**config.mk**
```make
export PLATFORM = sky130hd
export DESIGN_NAME = lsu_ram_ctrl
export DESIGN_NICKNAME = d
export VERILOG_FILES = /design/src/rtl/lsu_ram_ctrl.sv
export SDC_FILE = /design/constraint.sdc
export NUM_CORES = 1
export LEC_CHECK = 0
export BUFFER_PORTS_ARGS = -buffer_cell sky130_fd_sc_hd__buf_4
export CAP_MARGIN = 5
export CORE_AREA = 2 2 127 80
export CTS_BUF_LIST = sky130_fd_sc_hd__clkbuf_8 sky130_fd_sc_hd__clkbuf_16
export DETAILED_ROUTE_END_ITERATION = 8
export DIE_AREA = 0 0 129 82
export PLACE_DENSITY = 0.83
export RECOVER_POWER = 25
export SETUP_SLACK_MARGIN = 0.2
export SYNTH_ARGS = -nofsm -noshare
export SYNTH_HDL_FRONTEND = slang
export SYNTH_SLANG_ARGS = --single-unit
```
**constraint.sdc**
```tcl
create_clock -name iClk -period 2.01 [get_ports iClk]
set_input_delay 0.1005 -clock iClk [delete_from_list [all_inputs] [get_ports iClk]]
set_output_delay 0.1005 -clock iClk [all_outputs]
set_load 0.1 [all_outputs]
```
**src/rtl/lsu_ram_ctrl.sv**
```systemverilog
`default_nettype none
// ============================================================================
// Module      : lsu_ram_ctrl
// Description : Load/store unit front end for a synchronous-read 32-bit data
//               RAM. Handles RV32I byte/half/word loads with sign or zero
//               extension, word stores in one cycle, sub-word stores via
//               read-modify-write, and misaligned/illegal request rejection.
// Revision    : 1.0 - initial release
// ============================================================================
module lsu_ram_ctrl #(
   parameter int ADDRWIDTH = 6
) (
   input  logic                 iClk,
   input  logic                 iRst,
   input  logic                 iReq,
   input  logic                 iWE,
   input  logic [2:0]           iFunct3,
   input  logic [ADDRWIDTH+1:0] iAddr,
   input  logic [31:0]          iWData,
   output logic                 oReady,
   output logic                 oDone,
   output logic [31:0]          oRData,
   output logic                 oMisalign,
   output logic                 oRamWR,
   output logic [ADDRWIDTH-1:0] oRamAddr,
   output logic [31:0]          oRamWData,
   input  logic [31:0]          iRamRData
);

   localparam logic [2:0] F3_B  = 3'b000;
   localparam logic [2:0] F3_H  = 3'b001;
   localparam logic [2:0] F3_W  = 3'b010;
   localparam logic [2:0] F3_BU = 3'b100;
   localparam logic [2:0] F3_HU = 3'b101;

   typedef enum logic [1:0] {
      IDLE      = 2'd0,
      LOAD_WAIT = 2'd1,
      RMW_WRITE = 2'd2,
      ERR       = 2'd3
   } state_t;

   state_t                 state;
   logic [ADDRWIDTH-1:0]   lat_waddr;
   logic [1:0]             lat_off;
   logic [2:0]             lat_funct3;
   logic [15:0]            lat_data;

   logic                   accept;
   logic                   req_err;
   logic                   sw_now;
   logic [7:0]             sel_byte;
   logic [15:0]            sel_half;
   logic [31:0]            load_ext;
   logic [31:0]            merged;

   // Request legality: funct3 must be meaningful for the direction, and the
   // byte address must be naturally aligned for the access size.
   always_comb begin
      req_err = 1'b0;
      if (iWE) begin
         if (!(iFunct3 == F3_B || iFunct3 == F3_H || iFunct3 == F3_W))
            req_err = 1'b1;
      end else begin
         if (!(iFunct3 == F3_B || iFunct3 == F3_H || iFunct3 == F3_W ||
               iFunct3 == F3_BU || iFunct3 == F3_HU))
            req_err = 1'b1;
      end
      if ((iFunct3 == F3_H || iFunct3 == F3_HU) && iAddr[0])
         req_err = 1'b1;
      if (iFunct3 == F3_W && (iAddr[1:0] != 2'b00))
         req_err = 1'b1;
   end

   assign oReady = (state == IDLE) && !iRst;
   assign accept = iReq && oReady;
   assign sw_now = accept && !req_err && iWE && (iFunct3 == F3_W);

   // Lane selection and extension of the RAM word for a pending load.
   always_comb begin
      sel_byte = iRamRData[{lat_off, 3'b000} +: 8];
      sel_half = iRamRData[{lat_off[1], 4'b0000} +: 16];
      case (lat_funct3)
         F3_B:    load_ext = {{24{sel_byte[7]}}, sel_byte};
         F3_BU:   load_ext = {24'h000000, sel_byte};
         F3_H:    load_ext = {{16{sel_half[15]}}, sel_half};
         F3_HU:   load_ext = {16'h0000, sel_half};
         default: load_ext = iRamRData;
      endcase
   end

   // Sub-word store merge: replace the addressed lane of the old RAM word.
   always_comb begin
      merged = iRamRData;
      if (lat_funct3 == F3_H)
         merged[{lat_off[1], 4'b0000} +: 16] = lat_data;
      else
         merged[{lat_off, 3'b000} +: 8] = lat_data[7:0];
   end

   // RAM port: address follows the core while idle so the RAM samples it on
   // the accept edge; writes are suppressed while reset is asserted.
   always_comb begin
      oRamAddr  = (state == IDLE) ? iAddr[ADDRWIDTH+1:2] : lat_waddr;
      oRamWR    = sw_now || ((state == RMW_WRITE) && !iRst);
      oRamWData = (state == RMW_WRITE) ? merged : iWData;
   end

   // Controller state machine with registered completion outputs.
   always_ff @(posedge iClk) begin
      if (iRst) begin
         state      <= IDLE;
         oDone      <= 1'b0;
         oMisalign  <= 1'b0;
         oRData     <= 32'h0000_0000;
         lat_waddr  <= '0;
         lat_off    <= 2'b00;
         lat_funct3 <= 3'b000;
         lat_data   <= 16'h0000;
      end else begin
         oDone     <= 1'b0;
         oMisalign <= 1'b0;
         case (state)
            IDLE: begin
               if (accept) begin
                  lat_waddr  <= iAddr[ADDRWIDTH+1:2];
                  lat_off    <= iAddr[1:0];
                  lat_funct3 <= iFunct3;
                  lat_data   <= iWData[15:0];
                  if (req_err) begin
                     state     <= ERR;
                     oDone     <= 1'b1;
                     oMisalign <= 1'b1;
                  end else if (!iWE) begin
                     state <= LOAD_WAIT;
                  end else if (iFunct3 == F3_W) begin
                     oDone <= 1'b1;
                  end else begin
                     state <= RMW_WRITE;
                  end
               end
            end
            LOAD_WAIT: begin
               oRData <= load_ext;
               oDone  <= 1'b1;
               state  <= IDLE;
            end
            RMW_WRITE: begin
               oDone <= 1'b1;
               state <= IDLE;
            end
            default: begin
               state <= IDLE;
            end
         endcase
      end
   end

endmodule
`default_nettype wire

```
# Yosys cells after proc, flatten, opt, wreduce, memory -nomap -nowiden
# Cells that the tools add are included.
[classes] addsub=2 n_eq_ne=10 n_shift=6 n_mux=20 bitwise=2 n_reduce_logical=25
[ops] op="$pmux 32 s4" count=1
[ops] op="$bwmux 32" count=2
[ops] op="$mux 32" count=2
[ops] op="$shift 16x7->32 const A" count=1
[ops] op="$shift 8x7->32 const A" count=1
[ops] op="$shiftx 16x7->32" count=1
[ops] op="$shiftx 32x6->16" count=1
[ops] op="$shiftx 32x6->8" count=1
[ops] op="$shiftx 8x7->32" count=1
[ops] op="$neg 5->7" count=2
[ops] op="$eq 3x3->1 const B" count=4
[ops] op="$mux 1" count=10
[ops] op="$logic_and 1x1->1" count=8
[ops] op="$eq 3x1->1 const B" count=2
[ops] op="$logic_not 3->1" count=2
[ops] op="$logic_or 1x1->1" count=6
[ops] op="$mux 2" count=3
[ops] op="$mux 6" count=1
[ops] op="$reduce_and 2->1" count=2
[ops] op="$reduce_or 2->1" count=2
[ops] op="$eq 3x2->1 const B" count=1
[ops] op="$ne 3x3->1 const B" count=1
[ops] op="$reduce_or 3->1" count=1
[ops] op="$eq 2x1->1 const B" count=1
[ops] op="6 further kinds" count=8
[word_totals] ff_bits=63 in_bits=79 output_inout_bits=74 wordCells=73

# Logic depth before layout (Yosys ltp)
[logic_depth] depth_word=14 depth_mapped=9 mapped_depth_nobuf=6

# Worst setup path after synthesis
# Ideal clock, no wire load.
[synth_path] path_type="reg2out" start="reg state[0]" end="out oRamWR" arrival_time_ns=3.383 slack_ns=-1.474 stages_incl_launch_ff=9 path_cell_list="dfxtp_1 -> inv_1 -> ha_1 -> buf_2 -> and2b_1 -> and2_1 -> clkbuf_1 -> nand2_1 -> o22ai_1"
[synth_via] elab_chain_len=7
[synth_rtl] item="start: declaration" line_no="43" source="state_t state;"
[synth_rtl] item="start signal: assignment" line_no="112" source="state <= IDLE;"
[synth_rtl] item="start signal: assignment" line_no="131" source="state <= ERR;"
[synth_rtl] item="start signal: assignment" line_no="135" source="state <= LOAD_WAIT;"
[synth_rtl] item="$logic_not 2->1" line_no="75" source="assign oReady = (state == IDLE) && !iRst;"
[synth_rtl] item="$logic_and 1x1->1" line_no="75"
[synth_rtl] item="net oReady" line_no="20" source="output logic oReady,"
[synth_rtl] item="$logic_and 1x1->1" line_no="76" source="assign accept = iReq && oReady;"
[synth_rtl] item="$logic_and 1x1->1 (3 in a row)" line_no="77" source="assign sw_now = accept && !req_err && iWE && (iFunct3 == F3_W);"
[synth_rtl] item="$logic_or 1x1->1" line_no="105" source="oRamWR = sw_now || ((state == RMW_WRITE) && !iRst);"
[synth_rtl] item="end: declaration" line_no="24" source="output logic oRamWR,"
# The timed path passes the listed nets, and every way through them passes these cells.

# Worst setup path after layout
[layout_path] start="reg lat_off[1]" end="out oRamWData[29]"
[layout_via] elab_chain_len=5
[layout_rtl] item="start: declaration" line_no="45" source="logic [1:0] lat_off;"
[layout_rtl] item="start signal: assignment" line_no="127" source="lat_off <= iAddr[1:0];"
[layout_rtl] item="$neg 5->7 (on tied branches)" line_no="96, 98"
[layout_rtl] item="$shiftx 16x7->32, or another cell as far along" line_no="96" source="merged[{lat_off[1], 4'b0000} +: 16] = lat_data;"
[layout_rtl] item="$bwmux 32 (on tied branches)" line_no="96, 98"
[layout_rtl] item="$mux 32 *" line_no="95" source="if (lat_funct3 == F3_H)"
[layout_rtl] item="$mux 32 *" line_no="106" source="oRamWData = (state == RMW_WRITE) ? merged : iWData;"
[layout_rtl] item="end: declaration" line_no="26" source="output logic [31:0] oRamWData,"
# Every way passes the cells marked *; elsewhere a longest branch is shown, timed or not.

==> results.py <==
metrics = {
    "grt": {
        "grt_pass1_vias": 4965,
        "antenna_found_initial": 0,
        "track_usage": 0.344,
        "overflow": 0,
        "grt_max_degree": 40,
        "grt_pass1_wl_um": 27300,
    },
    "timing": {
        "rsz0062_at_grt": "true",
        "period_share": 1.18,
        "tightestPinTransition_ns": 1.21,
        "hold_viol": 0,
        "finalSetupViolations": 32,
        "layout_setup_ws_ns": -0.356,
        "min_period_ns": 2.37,
        "slew_headroom": 0.194,
        "skew_ns": 0.00793,
        "slew_viol_final": 0,
        "timing.hold.ws_ns": 0.0273,
        "max_freq_mhz": 423,
    },
    "floorplan": {
        "fp.dieW_um": 129,
        "ios": 153,
        "dieArea_sq_um": 10600,
        "dieHeight_um": 82,
        "row_count": 28,
        "start_util": 0.433,
        "core_area_sq_um": 9490,
    },
    "synthesis": {
        "synth_top_flop_cell": "dfxtp_1",
        "synthesis.nets": 591,
        "synth-edff-count": 0,
        "ys_types": 47,
        "synth_warnings": 0,
        "synth_seq_cells": 63,
        "netlist_instances": 503,
        "ys_seq_area_frac": 0.307,
        "netlist_area_sq_um": 4110,
        "ys_async_sr_fraction": 0,
        "avgSynthCellArea_sq_um": 8.17,
    },
    "power": {
        "p_leak_uw": 0.00289,
        "p_per_area_nw_per_um2": 850,
        "p_sw_frac": 0.456,
        "pwr-share-clk": 0.239,
        "power_switching_uw": 2760,
        "pwr-share-seq": 0.247,
        "p_int_uw": 3290,
        "combPwrFrac": 0.515,
        "finalPower_uw": 6050,
        "ir_drop_mv": 0.539,
    },
    "layout": {
        "area_growth_pct": 73.3,
        "fin_area_sq_um": 7120,
        "multiInputGateArea_sq_um": 3190,
        "final_nets": 777,
        "fillers": 605,
        "drive_gt1_frac": 0.421,
        "regArea_sq_um": 1270,
        "fin_util": 0.750,
        "n_antenna_cell": 0,
    },
    "cts": {
        "clk_latency_ns": 0.34,
        "root_buffer": "clkbuf_16",
        "cts_buffers": 9,
        "h-tree-depth": 3,
        "cts.sink_count": 63,
        "clk_pin_slew_ns": 0.06,
        "clockBufferDepth": 2,
        "tritoncts": "built",
    },
    "worst_hold_path": {
        "whs_path_depth": 3,
        "min_to": "lat_off[0]$_SDFFE_PP0P_",
        "hp-start": "iAddr[0]",
        "hold_path_class": "input port to flip-flop",
    },
    "run": {
        "cap_violations": 0,
    },
    "outcome": {
        "outcome": "finished with violations",
        "violations": "setup timing",
    },
    "route": {
        "drt-initial-drc-count": 656,
        "wl_um": 19100,
        "antenna_left": 0,
        "drc_errors": 0,
        "firstDrtPassIters": 6,
        "post_drt_wl_per_cell_um": 23.1,
        "viasPerCell": 6.26,
        "vias": 5181,
    },
    "worst_setup_path": {
        "ff2ff_path_depth": 6,
        "cp-end-kind": "primary output",
        "regToRegEndpoint": "oRData[8]$_SDFFE_PP0N_",
        "cp.arrival_ns": 2.27,
        "rrSetupSlack_ns": 0.24,
        "critPathSlowestCell": "dfxtp_4",
        "crit_type": "flip-flop to primary output",
        "cp_max_fo": 8,
        "crit_required_ns": 1.91,
        "crit_path_start_kind": "flip-flop",
        "reg2reg_from": "lat_off[1]$_SDFFE_PP0P_",
        "max_stage_delay_ns": 0.40,
        "path_cells": "inv_8, ha_4, nor4bb_4, buf_6, a221oi_2, a21oi_1, mux2_4, buf_12",
    },
    "placement": {
        "routabilityCongestion": 0.924,
        "dp_hpwl_um": 11400,
        "dp_slack_ns": -0.129,
        "port_buffers": 152,
        "postPlaceCellArea_sq_um": 5880,
    },
}
==> how the worst max path moves through the flow <==
stage | slack (ns) | depth (start not counted) | startpoint | to
final | -0.36 | 8 | lat_off[1]$_SDFFE_PP0P_ | oRamWData[29]
after global routing | -0.42 | 8 | lat_off[1]$_SDFFE_PP0P_ | oRamWData[29]
after detailed placement | -0.13 | 8 | lat_off[1]$_SDFFE_PP0P_ | oRamWData[26]
after CTS | -0.23 | 8 | lat_off[0]$_SDFFE_PP0P_ | oRamWData[26]
after floorplan | -0.05 | 8 | state[1]$_SDFFE_PN0P_ | oRamWR
after global placement | -0.01 | 8 | lat_off[1]$_SDFFE_PP0P_ | oRamWData[24]
==> critical path: cells and delay by family (launching register included) <==
kind	cells	cell delay, ns
AO/OA/AOI/OAI	2	0.29
adder cells (fa/ha/maj)	1	0.24
AND/OR/NAND/NOR	1	0.34
multiplexers	1	0.21
buffers and inverters	3	0.45
flip-flops	1	0.40
==> what timing repair did <==
item / in CTS / in global routing
gates resized for setup: 97 / 42
setup endpoints to repair: 49 / 65
hold buffers: 24 / 0
gates cloned: 2 / 0
pin swaps: 13 / 17
endpoints found under the hold margin: 24 / 0
setup buffers: 6 / 7
==> metrics by stage <==
stage	std cells	setup TNS, ns
after global routing	828	-9.10
after global placement	774	-0.00966
after floorplan	503	-0.0527
after detailed placement	774	-1.14
final	828	-7.71
after CTS	821	-5.68
==> placed cells by master, fill, tap and decap left out, types with 6 or more instances in the layout <==
| cell | n |
|---|---|
| a211oi_1 | 18 |
| a22oi_1 | 6 |
| buf_4 | 122 |
| mux2_4 | 16 |
| a221oi_2 | 14 |
| a221o_4 | 16 |
| nand2b_1 | 9 |
| nor2b_1 | 20 |
| clkbuf_16 | 9 |
| nand2_1 | 90 |
| a221oi_1 | 6 |
| buf_12 | 39 |
| a31oi_1 | 6 |
| mux2_2 | 14 |
| nand3b_1 | 24 |
| dlygate4sd3_1 | 24 |
| clkbuf_1 | 26 |
| ha_4 | 7 |
| mux2i_1 | 18 |
| a21oi_1 | 27 |
| inv_1 | 7 |
| dfxtp_1 | 57 |
| o221a_2 | 6 |
| nor3_1 | 8 |
| nor2_1 | 35 |
==> area by class of cell <==
| class | count | share of cell area |
|---|---|---|
| tap | 135 | 0.0237 |
| sequential | 63 | 0.179 |
| clock buffer | 10 | 0.0336 |
| timing repair buffer | 217 | 0.303 |
| inverter | 12 | 0.00914 |
| clock inverter | 5 | 0.00369 |
| multi-input combinational | 386 | 0.448 |
==> cell families (layout without fill, tap and decap cells) <==
group | count (synthesis) | in the layout | synth area share
AO/OA/AOI/OAI | 127 | 127 | 0.239
adder cells (fa/ha/maj) | 9 | 9 | 0.0274
buffers and inverters | 54 | 244 | 0.0564
flip-flops | 63 | 63 | 0.307
multiplexers | 49 | 49 | 0.129
AND/OR/NAND/NOR | 201 | 201 | 0.242
==> state kept, by name, summed over array words and instances, names as in the netlist <==
register    flops
lat_waddr       6
lat_funct3      3
oMisalign       1
state           2
lat_off         2
oDone           1
lat_data       16
oRData         32
==> power groups by stage <==
| stage | sequential [uW] | clock, uW | combinational, uW |
|---|---|---|---|
| 2_1_floorplan | 1940 | 0 | 1560 |
| 4_1_cts | 1480 | 1430 | 2930 |
| 6_report | 1490 | 1440 | 3110 |
| 3_3_place_gp | 1500 | 0 | 2590 |
| 3_5_place_dp | 1510 | 0 | 2620 |
| 5_1_grt | 1500 | 1490 | 3200 |
==> synthesized netlist by cell type (2+ instances only) <==
master | instances | share of area
inv_1 | 12 | 0.011
mux2i_1 | 19 | 0.046
a211oi_1 | 18 | 0.033
ha_1 | 9 | 0.027
o32ai_1 | 2 | 0.0043
a31oi_1 | 6 | 0.0091
a21oi_2 | 2 | 0.0043
a221o_1 | 16 | 0.039
buf_4 | 3 | 0.0055
o31ai_1 | 3 | 0.0055
o221a_2 | 6 | 0.016
nand2_1 | 91 | 0.083
nand2b_1 | 9 | 0.014
o22ai_1 | 4 | 0.0061
clkbuf_1 | 25 | 0.023
dfxtp_1 | 63 | 0.31
o21ai_0 | 2 | 0.0024
buf_2 | 14 | 0.017
a22oi_1 | 6 | 0.011
a221oi_1 | 23 | 0.049
nor4_1 | 2 | 0.0030
nor2_1 | 36 | 0.033
mux2_2 | 30 | 0.082
a21oi_1 | 30 | 0.037
nor3_1 | 8 | 0.0097
nor2b_1 | 20 | 0.030
nand3b_1 | 24 | 0.044
==> layer usage <==
layer	global-route usage	wire [um]
met3	0.0977	2210
met1	0.442	7700
met4	0.147	911
met2	0.548	8320
met5	0	0
No activity file was read; power rests on OpenSTA's default activity.
